===== src/rtl/mdu_seq_ctrl.sv =====
// Issue/latency sequencer for the E-stage multiply/divide unit: start and HI/LO
// write strobes, completion commit, D-stage stall and collision reporting.
module mdu_seq_ctrl #(
    parameter int unsigned MUL_CYCLES = 5,
    parameter int unsigned DIV_CYCLES = 10,
    parameter int unsigned CW         = 4
) (
    input  logic       clk_i,
    input  logic       rst_i,
    input  logic       int_req_i,
    input  logic       op_valid_i,
    input  logic [3:0] op_i,
    input  logic       d_is_mdu_i,
    output logic       start_o,
    output logic [3:0] start_op_o,
    output logic       hi_we_o,
    output logic       lo_we_o,
    output logic       commit_o,
    output logic       busy_o,
    output logic       stall_o,
    output logic       collide_o
);

    typedef enum logic [0:0] {StIdle, StRun} state_e;

    state_e          state_q, state_d;
    logic [CW-1:0]   cnt_q, cnt_d;
    logic [3:0]      cur_op_q, cur_op_d;

    logic long_op, div_op, issue;

    always_comb begin
        long_op = 1'b0;
        div_op  = 1'b0;
        unique case (op_i)
            4'd1, 4'd2, 4'd9, 4'd10, 4'd11, 4'd12: long_op = 1'b1;
            4'd3, 4'd4: begin
                long_op = 1'b1;
                div_op  = 1'b1;
            end
            default: ;
        endcase
    end

    // Outputs are gated by reset so they drop the moment reset rises.
    always_comb begin
        state_d    = state_q;
        cnt_d      = cnt_q;
        cur_op_d   = cur_op_q;
        start_o    = 1'b0;
        start_op_o = 4'd0;
        hi_we_o    = 1'b0;
        lo_we_o    = 1'b0;
        commit_o   = 1'b0;
        busy_o     = 1'b0;
        collide_o  = 1'b0;
        issue      = 1'b0;

        unique case (state_q)
            StIdle: begin
                issue = op_valid_i && !int_req_i && !rst_i;
                if (issue) begin
                    hi_we_o = (op_i == 4'd7);
                    lo_we_o = (op_i == 4'd8);
                    if (long_op) begin
                        start_o    = 1'b1;
                        start_op_o = op_i;
                        state_d    = StRun;
                        cnt_d      = div_op ? CW'(DIV_CYCLES) : CW'(MUL_CYCLES);
                        cur_op_d   = op_i;
                    end
                end
            end
            StRun: begin
                busy_o    = !rst_i;
                collide_o = op_valid_i && !rst_i;
                cnt_d     = cnt_q - CW'(1);
                if (cnt_q == CW'(1)) begin
                    commit_o = !rst_i;
                    state_d  = StIdle;
                end
            end
            default: state_d = StIdle;
        endcase

        stall_o = d_is_mdu_i && (busy_o || start_o);
    end

    always_ff @(posedge clk_i or posedge rst_i) begin
        if (rst_i) begin
            state_q  <= StIdle;
            cnt_q    <= '0;
            cur_op_q <= 4'd0;
        end else begin
            state_q  <= state_d;
            cnt_q    <= cnt_d;
            cur_op_q <= cur_op_d;
        end
    end

    a_run_sane: assert property (@(posedge clk_i) disable iff (rst_i)
        (state_q == StRun) |-> (cur_op_q != 4'd0 && cnt_q != '0));

endmodule

===== config.mk =====
export PLATFORM = sky130hd
export DESIGN_NAME = mdu_seq_ctrl
export DESIGN_NICKNAME = d
export VERILOG_FILES = /design/src/rtl/mdu_seq_ctrl.sv
export SDC_FILE = /design/constraint.sdc
export NUM_CORES = 1
export LEC_CHECK = 0
export CAP_MARGIN = 5
export CORE_AREA = 2 2 39 41
export DETAILED_ROUTE_END_ITERATION = 6
export DIE_AREA = 0 0 41 43
export GPL_TIMING_DRIVEN = 0
export PLACE_DENSITY = 0.64
export SLEW_MARGIN = 20
export SYNTH_ARGS = -nofsm -noshare
export SYNTH_HDL_FRONTEND = slang
export SYNTH_SLANG_ARGS = --single-unit

===== constraint.sdc =====
create_clock -name clk_i -period 2.9 [get_ports clk_i]
set_clock_uncertainty 0.2 [all_clocks]
set_input_delay 0.87 -clock clk_i [delete_from_list [all_inputs] [get_ports clk_i]]
set_output_delay 0.87 -clock clk_i [all_outputs]
set_load 0.02 [all_outputs]

==> flow_metrics.tcl, run 1 <==
set metrics [dict create \
    initial_utilization 0.323 \
    drv_cap 0 \
    dp_hpwl_um 815 \
    ioPinCount 20 \
    antennaDiodeCount 0 \
    finalSetupViolCount 1 \
    seqPwrFrac 0.284 \
    drt-initial-drc-count 5 \
    dieArea_um2 1760 \
    leakagePower_nw 0.372 \
    synth_seq_area_share 0.280 \
    setup_ws_ns -0.00842 \
    die_h_um 43 \
    first_global_vias 449 \
    cts_max_path_buffers 2 \
    vias 480 \
    cts_tree "built" \
    fmax_mhz 344 \
    reg2reg_from "state_q" \
    ys_ff_latch 5 \
    vdd_drop_max_v 0.000399 \
    drc_errors 0 \
    crit_type "in2out" \
    rsz0062_at_grt "true" \
    die_x_um 41 \
    hp-class "in2async" \
    finalHoldViolCount 0 \
    path_clk_slew_ns 0.05 \
    cts_hold_buffers 0 \
    grt_pass1_wl_mm 1.93 \
    synth.avg_cell_area_um2 8.59 \
    comb_power_share 0.543 \
    gr-usage-all-layers 0.162 \
    slew_viol_final 0 \
    power_uw 489 \
    netlist_instances 52 \
    synth_cell_types 29 \
    r2r_cells 4 \
    clock-sinks 5 \
    arrival_ns 1.84 \
    antenna_found_initial 0 \
    yosys_warnings 0 \
    worst_pin_slew_ns 0.376 \
    dr.pass1.iters 3 \
    clkLatencyLatePin_ns 0.25 \
    critPathMaxFanout 5 \
    r2r_end "cnt_q[3]" \
    num_rows 14 \
    relSlewSlack 0.749 \
    failed_checks "negative setup slack" \
    regToRegSetupSlack_ns 1.41 \
    clock_power_share 0.173 \
    core_area_um2 1380 \
    cts_root_buf "clkbuf_4" \
    powerDensity_nw_per_um2 633 \
    finalNetCount 92 \
    port_buffers 19 \
    p_switching_uw 183 \
    htree_num_levels 1 \
    cp-end-kind "output port" \
    overflow 0 \
    vias_per_cell 5.00 \
    drive_gt1_frac 0.488 \
    period_minus_slack_ns 2.91 \
    fin_crit_sh 1.00 \
    final_util 0.559 \
    critPathRequiredTime_ns 1.83 \
    grt_max_degree 11 \
    intPower_uw 306 \
    syn_to_final_growth_pct 73.1 \
    cts_buffers 3 \
    nFillCells 141 \
    avgRoutedWirePerCell_um 11.9 \
    status "finished, violations left" \
    postRouteAntennaNets 0 \
    syn-cell-area_um2 447 \
    p_sw_frac 0.375 \
    dp.cells 87 \
    place_congestion 0.815 \
    fin_cells 96 \
    synthesis.nets 63 \
    drt-total-wl_mm 1.14 \
    startpoint_type "primary input" \
]
==> registers in the layout, indices dropped and copies added, names as in the netlist <==
register	flops
cnt_q	4
state_q	1
==> what timing repair did <==
| item | 4_1_cts | 5_1_grt |
|---|---|---|
| pin swaps | 4 | 3 |
| endpoints found under the setup margin | 11 | 6 |
| resized for setup | 78 | 14 |
| buffers inserted | 6 | 0 |
==> synthesized netlist by cell type <==
master | count | area [um^2]
nor3b_1 | 1 | 7.51
nor2_1 | 4 | 15.0
mux2_4 | 1 | 15.0
and2_1 | 3 | 18.8
o211ai_1 | 1 | 7.51
nand2_1 | 5 | 18.8
a21oi_1 | 1 | 5.00
o21ai_0 | 2 | 10.0
nor4b_1 | 2 | 17.5
buf_6 | 1 | 11.3
dfrtp_1 | 5 | 125
xnor2_1 | 1 | 8.76
nand3_1 | 1 | 5.00
or3_4 | 1 | 11.3
o311a_2 | 1 | 11.3
buf_2 | 1 | 5.00
and3_4 | 1 | 11.3
a211oi_1 | 1 | 7.51
mux2i_1 | 1 | 10.0
a31oi_1 | 3 | 18.8
and3_1 | 1 | 6.26
nor2b_1 | 2 | 12.5
and4b_2 | 1 | 11.3
o21a_1 | 1 | 7.51
o21bai_1 | 1 | 7.51
nor3_1 | 2 | 10.0
inv_1 | 3 | 11.3
ha_1 | 2 | 25.0
and3_2 | 2 | 15.0
==> routing by layer <==
layer / vias to the layer above / wire (um) / GRT usage
li1: 245 / - / -
met1: 217 / 547 / 0.217
met2: 13 / 496 / 0.228
met3: 5 / 77 / 0.0628
met4: 0 / 19 / 0.0600
met5: - / 0 / 0
==> power groups by stage <==
| stage | clock network [mW] | registers [mW] | logic, mW |
|---|---|---|---|
| final | 0.0846 | 0.139 | 0.266 |
| after detailed placement | 0 | 0.137 | 0.248 |
| after global placement | 0 | 0.137 | 0.247 |
| after floorplan | 0 | 0.131 | 0.185 |
| after CTS | 0.0866 | 0.139 | 0.263 |
| after global routing | 0.0900 | 0.144 | 0.301 |
==> worst max-delay path by stage <==
stage             from            end  cells past startpoint
6_report       op_i[0]        stall_o                      5
5_1_grt        op_i[0]        stall_o                      5
4_1_cts        op_i[0]        stall_o                      5
3_5_place_dp   op_i[2]        stall_o                      6
3_3_place_gp   op_i[2]        stall_o                      6
2_1_floorplan  op_i[2]  start_op_o[0]                      4
==> cell type report <==
cell class              count  area (um^2)  area share
multi-input cells          42          347       0.448
repair buffers             25          233       0.301
flip-flops and latches      5          125       0.162
clock buffers               4         26.3      0.0340
well taps                  16         20.0      0.0259
plain buffers               1         11.3      0.0146
inverters                   3         11.3      0.0146
==> cells by family after synthesis <==
logic type                 count (synthesis)  share of synthesized area
DFF                                        5                      0.280
muxes                                      2                     0.0560
adders and majority gates                  2                     0.0560
AOI/OAI and AO/OA                         11                      0.168
xor gates and xnor gates                   1                     0.0196
buffers and inverters                      5                     0.0616
and+or+nand+nor                           26                      0.359
==> critical path, cell delays in order <==
cell and delay (ns):
buf_8 0.10, or3_4 0.37, and3_4 0.18, o21a_4 0.19, buf_6 0.12
==> per-stage QoR <==
| step | TNS (ns) | cell area, um^2 | hold WS (ns) | setup slack (ns) |
|---|---|---|---|---|
| CTS | -0.0600 | 731 | 0.340 | -0.0426 |
| global placement | -8.63 | 673 | 0.327 | -1.07 |
| finish | -0.00842 | 773 | 0.325 | -0.00842 |
| detailed placement | -8.78 | 673 | 0.334 | -1.06 |
| global route | -0.0373 | 773 | 0.342 | -0.0312 |
| floorplan | 0 | 463 | 0.290 | 0.00576 |
==> cells in the final DEF, fill, tap and decap left out, types with 2 or more instances in the layout <==
cell and instances:
and3_4 2, dfrtp_1 5, buf_2 2, ha_1 2
clkbuf_4 3, buf_6 5, nor2_1 4, buf_4 11
inv_1 3, a31oi_1 3, nand2_1 4, dlygate4sd2_1 3
and2_4 2
Note: power is estimated with default switching activity, not from simulation.
==> run 2: changes to the inputs <==
- DONT_BUFFER_PORTS: unset -> 1
- PLACE_DENSITY: 0.64 -> 0.44
- SKIP_CTS_REPAIR_TIMING: unset -> 1
==> run 2 against run 1 <==
The run now ends clean. Fmax grew 2.0%. Sequential share of layout area grew 7.1 points. Combinational power down 18%. Clock power is 3.4% lower. Via count is 16% lower. Total power is 10% lower. Hold slack lost 0.11 ns. Sequential power barely moved. Design area fell by 30%. Worst setup slack better by 0.056 ns.
==> flow_metrics.tcl, run 2 (synthesis gave the netlist of run 1 again) <==
set metrics [dict create \
    powerDensity_nw_per_um2 815 \
    clock-sinks 5 \
    intPower_uw 269 \
    reg2reg_from "state_q" \
    finalHoldViolCount 0 \
    fin_crit_sh 0.984 \
    die_h_um 43 \
    drt-total-wl_mm 1.01 \
    fin_cells 72 \
    vdd_drop_max_v 0.000343 \
    comb_power_share 0.497 \
    dr.pass1.iters 2 \
    worst_pin_slew_ns 0.391 \
    num_rows 14 \
    initial_utilization 0.323 \
    largestRegisters "cnt_q (4), state_q (1)" \
    path_clk_slew_ns 0.05 \
    postRouteAntennaNets 0 \
    r2r_end "cnt_q[3]" \
    antenna_found_initial 0 \
    cts_tree "built" \
    vias_per_cell 5.61 \
    seqPwrFrac 0.316 \
    hp-class "in2async" \
    die_x_um 41 \
    largest_register_ffs 4 \
    drt-initial-drc-count 2 \
    period_minus_slack_ns 2.85 \
    dp_hpwl_um 806 \
    vias 404 \
    critPathMaxFanout 8 \
    layout_common_cells "5 x nand2_1, 5 x dfrtp_1, 4 x nor2_1" \
    gr-usage-all-layers 0.144 \
    clock_power_share 0.186 \
    cts_root_buf "clkbuf_4" \
    relSlewSlack 0.738 \
    crit_type "in2out" \
    grt_pass1_wl_mm 1.68 \
    power_uw 438 \
    register_area_um2 125 \
    ioPinCount 20 \
    critPathRequiredTime_ns 1.83 \
    drv_cap 0 \
    rsz0062_at_grt "false" \
    leakagePower_nw 0.223 \
    place_congestion 0.696 \
    whs_ns 0.212 \
    htree_num_levels 1 \
    finalNetCount 68 \
    clkLatencyLatePin_ns 0.25 \
    cts_max_path_buffers 2 \
    antennaDiodeCount 0 \
    drc_errors 0 \
    finalSetupViolCount 0 \
    setup_tns_ns 0 \
    pre_cts_slack_ns -0.103 \
    p_switching_uw 169 \
    drive_gt1_frac 0.321 \
    port_buffers 0 \
    nFillCells 142 \
    cts_buffers 3 \
    setup_ws_ns 0.0478 \
    status "finished, final reports clean" \
    overflow 0 \
    core_area_um2 1380 \
    final_util 0.389 \
    startpoint_type "primary input" \
    avgRoutedWirePerCell_um 14.0 \
    top_register "cnt_q" \
    slew_viol_final 0 \
    dpl_cell_area_um2 483 \
    fmax_mhz 351 \
    dieArea_um2 1760 \
    final_cell_area_um2 538 \
    syn_to_final_growth_pct 20.4 \
    regToRegSetupSlack_ns 1.21 \
    r2r_cells 5 \
    first_global_vias 394 \
    dp.cells 68 \
    p_sw_frac 0.386 \
    cp-end-kind "output port" \
    multi_input_area_um2 333 \
    grt_max_degree 11 \
    arrival_ns 1.78 \
]
-- run 2: changes by cell type in the layout (fill, tap and decap cells not counted), moves of 2 or more --
cell,previous run,this run
dlygate4sd2_1,3,0
buf_2,2,0
buf_6,5,2
buf_4,11,0
-- run 2: area by class of cell --
cell class | instances | area share
Clock buffer | 4 | 0.0488
Buffer | 2 | 0.0419
Sequential cell | 5 | 0.233
Tap cell | 16 | 0.0372
Multi-Input combinational cell | 42 | 0.619
Inverter | 3 | 0.0209
-- run 2: per-layer routing --
| layer | share of wire | GRT usage | vias up |
|---|---|---|---|
| li1 | - | - | 197 |
| met1 | 0.42 | 0.162 | 196 |
| met2 | 0.50 | 0.222 | 11 |
| met3 | 0.077 | 0.0995 | 0 |
| met4 | 0 | 0.0200 | 0 |
| met5 | 0 | 0 | - |
-- run 2: worst max path at each step --
stage | from | to | slack [ns] | depth (start not counted)
6_report | op_i[2] | stall_o | 0.05 | 4
5_1_grt | op_i[2] | stall_o | 0.02 | 4
4_1_cts | int_req_i | hi_we_o | -0.10 | 3
3_5_place_dp | int_req_i | hi_we_o | -0.10 | 3
3_3_place_gp | int_req_i | hi_we_o | -0.07 | 3
2_1_floorplan | op_i[2] | start_op_o[0] | 0.006 | 4
-- run 2: power by group through the flow --
stage,Combinational (mW),Clock (mW),Sequential (mW)
after global routing,0.251,0.0966,0.141
after global placement,0.209,0,0.137
after CTS,0.216,0.0862,0.137
after floorplan,0.185,0,0.131
final,0.218,0.0817,0.139
after detailed placement,0.215,0,0.138
-- run 2: critical path, stage by stage --
cell,delay (ns)
or3_4,0.38
and3_4,0.18
buf_6,0.13
o21a_4,0.22
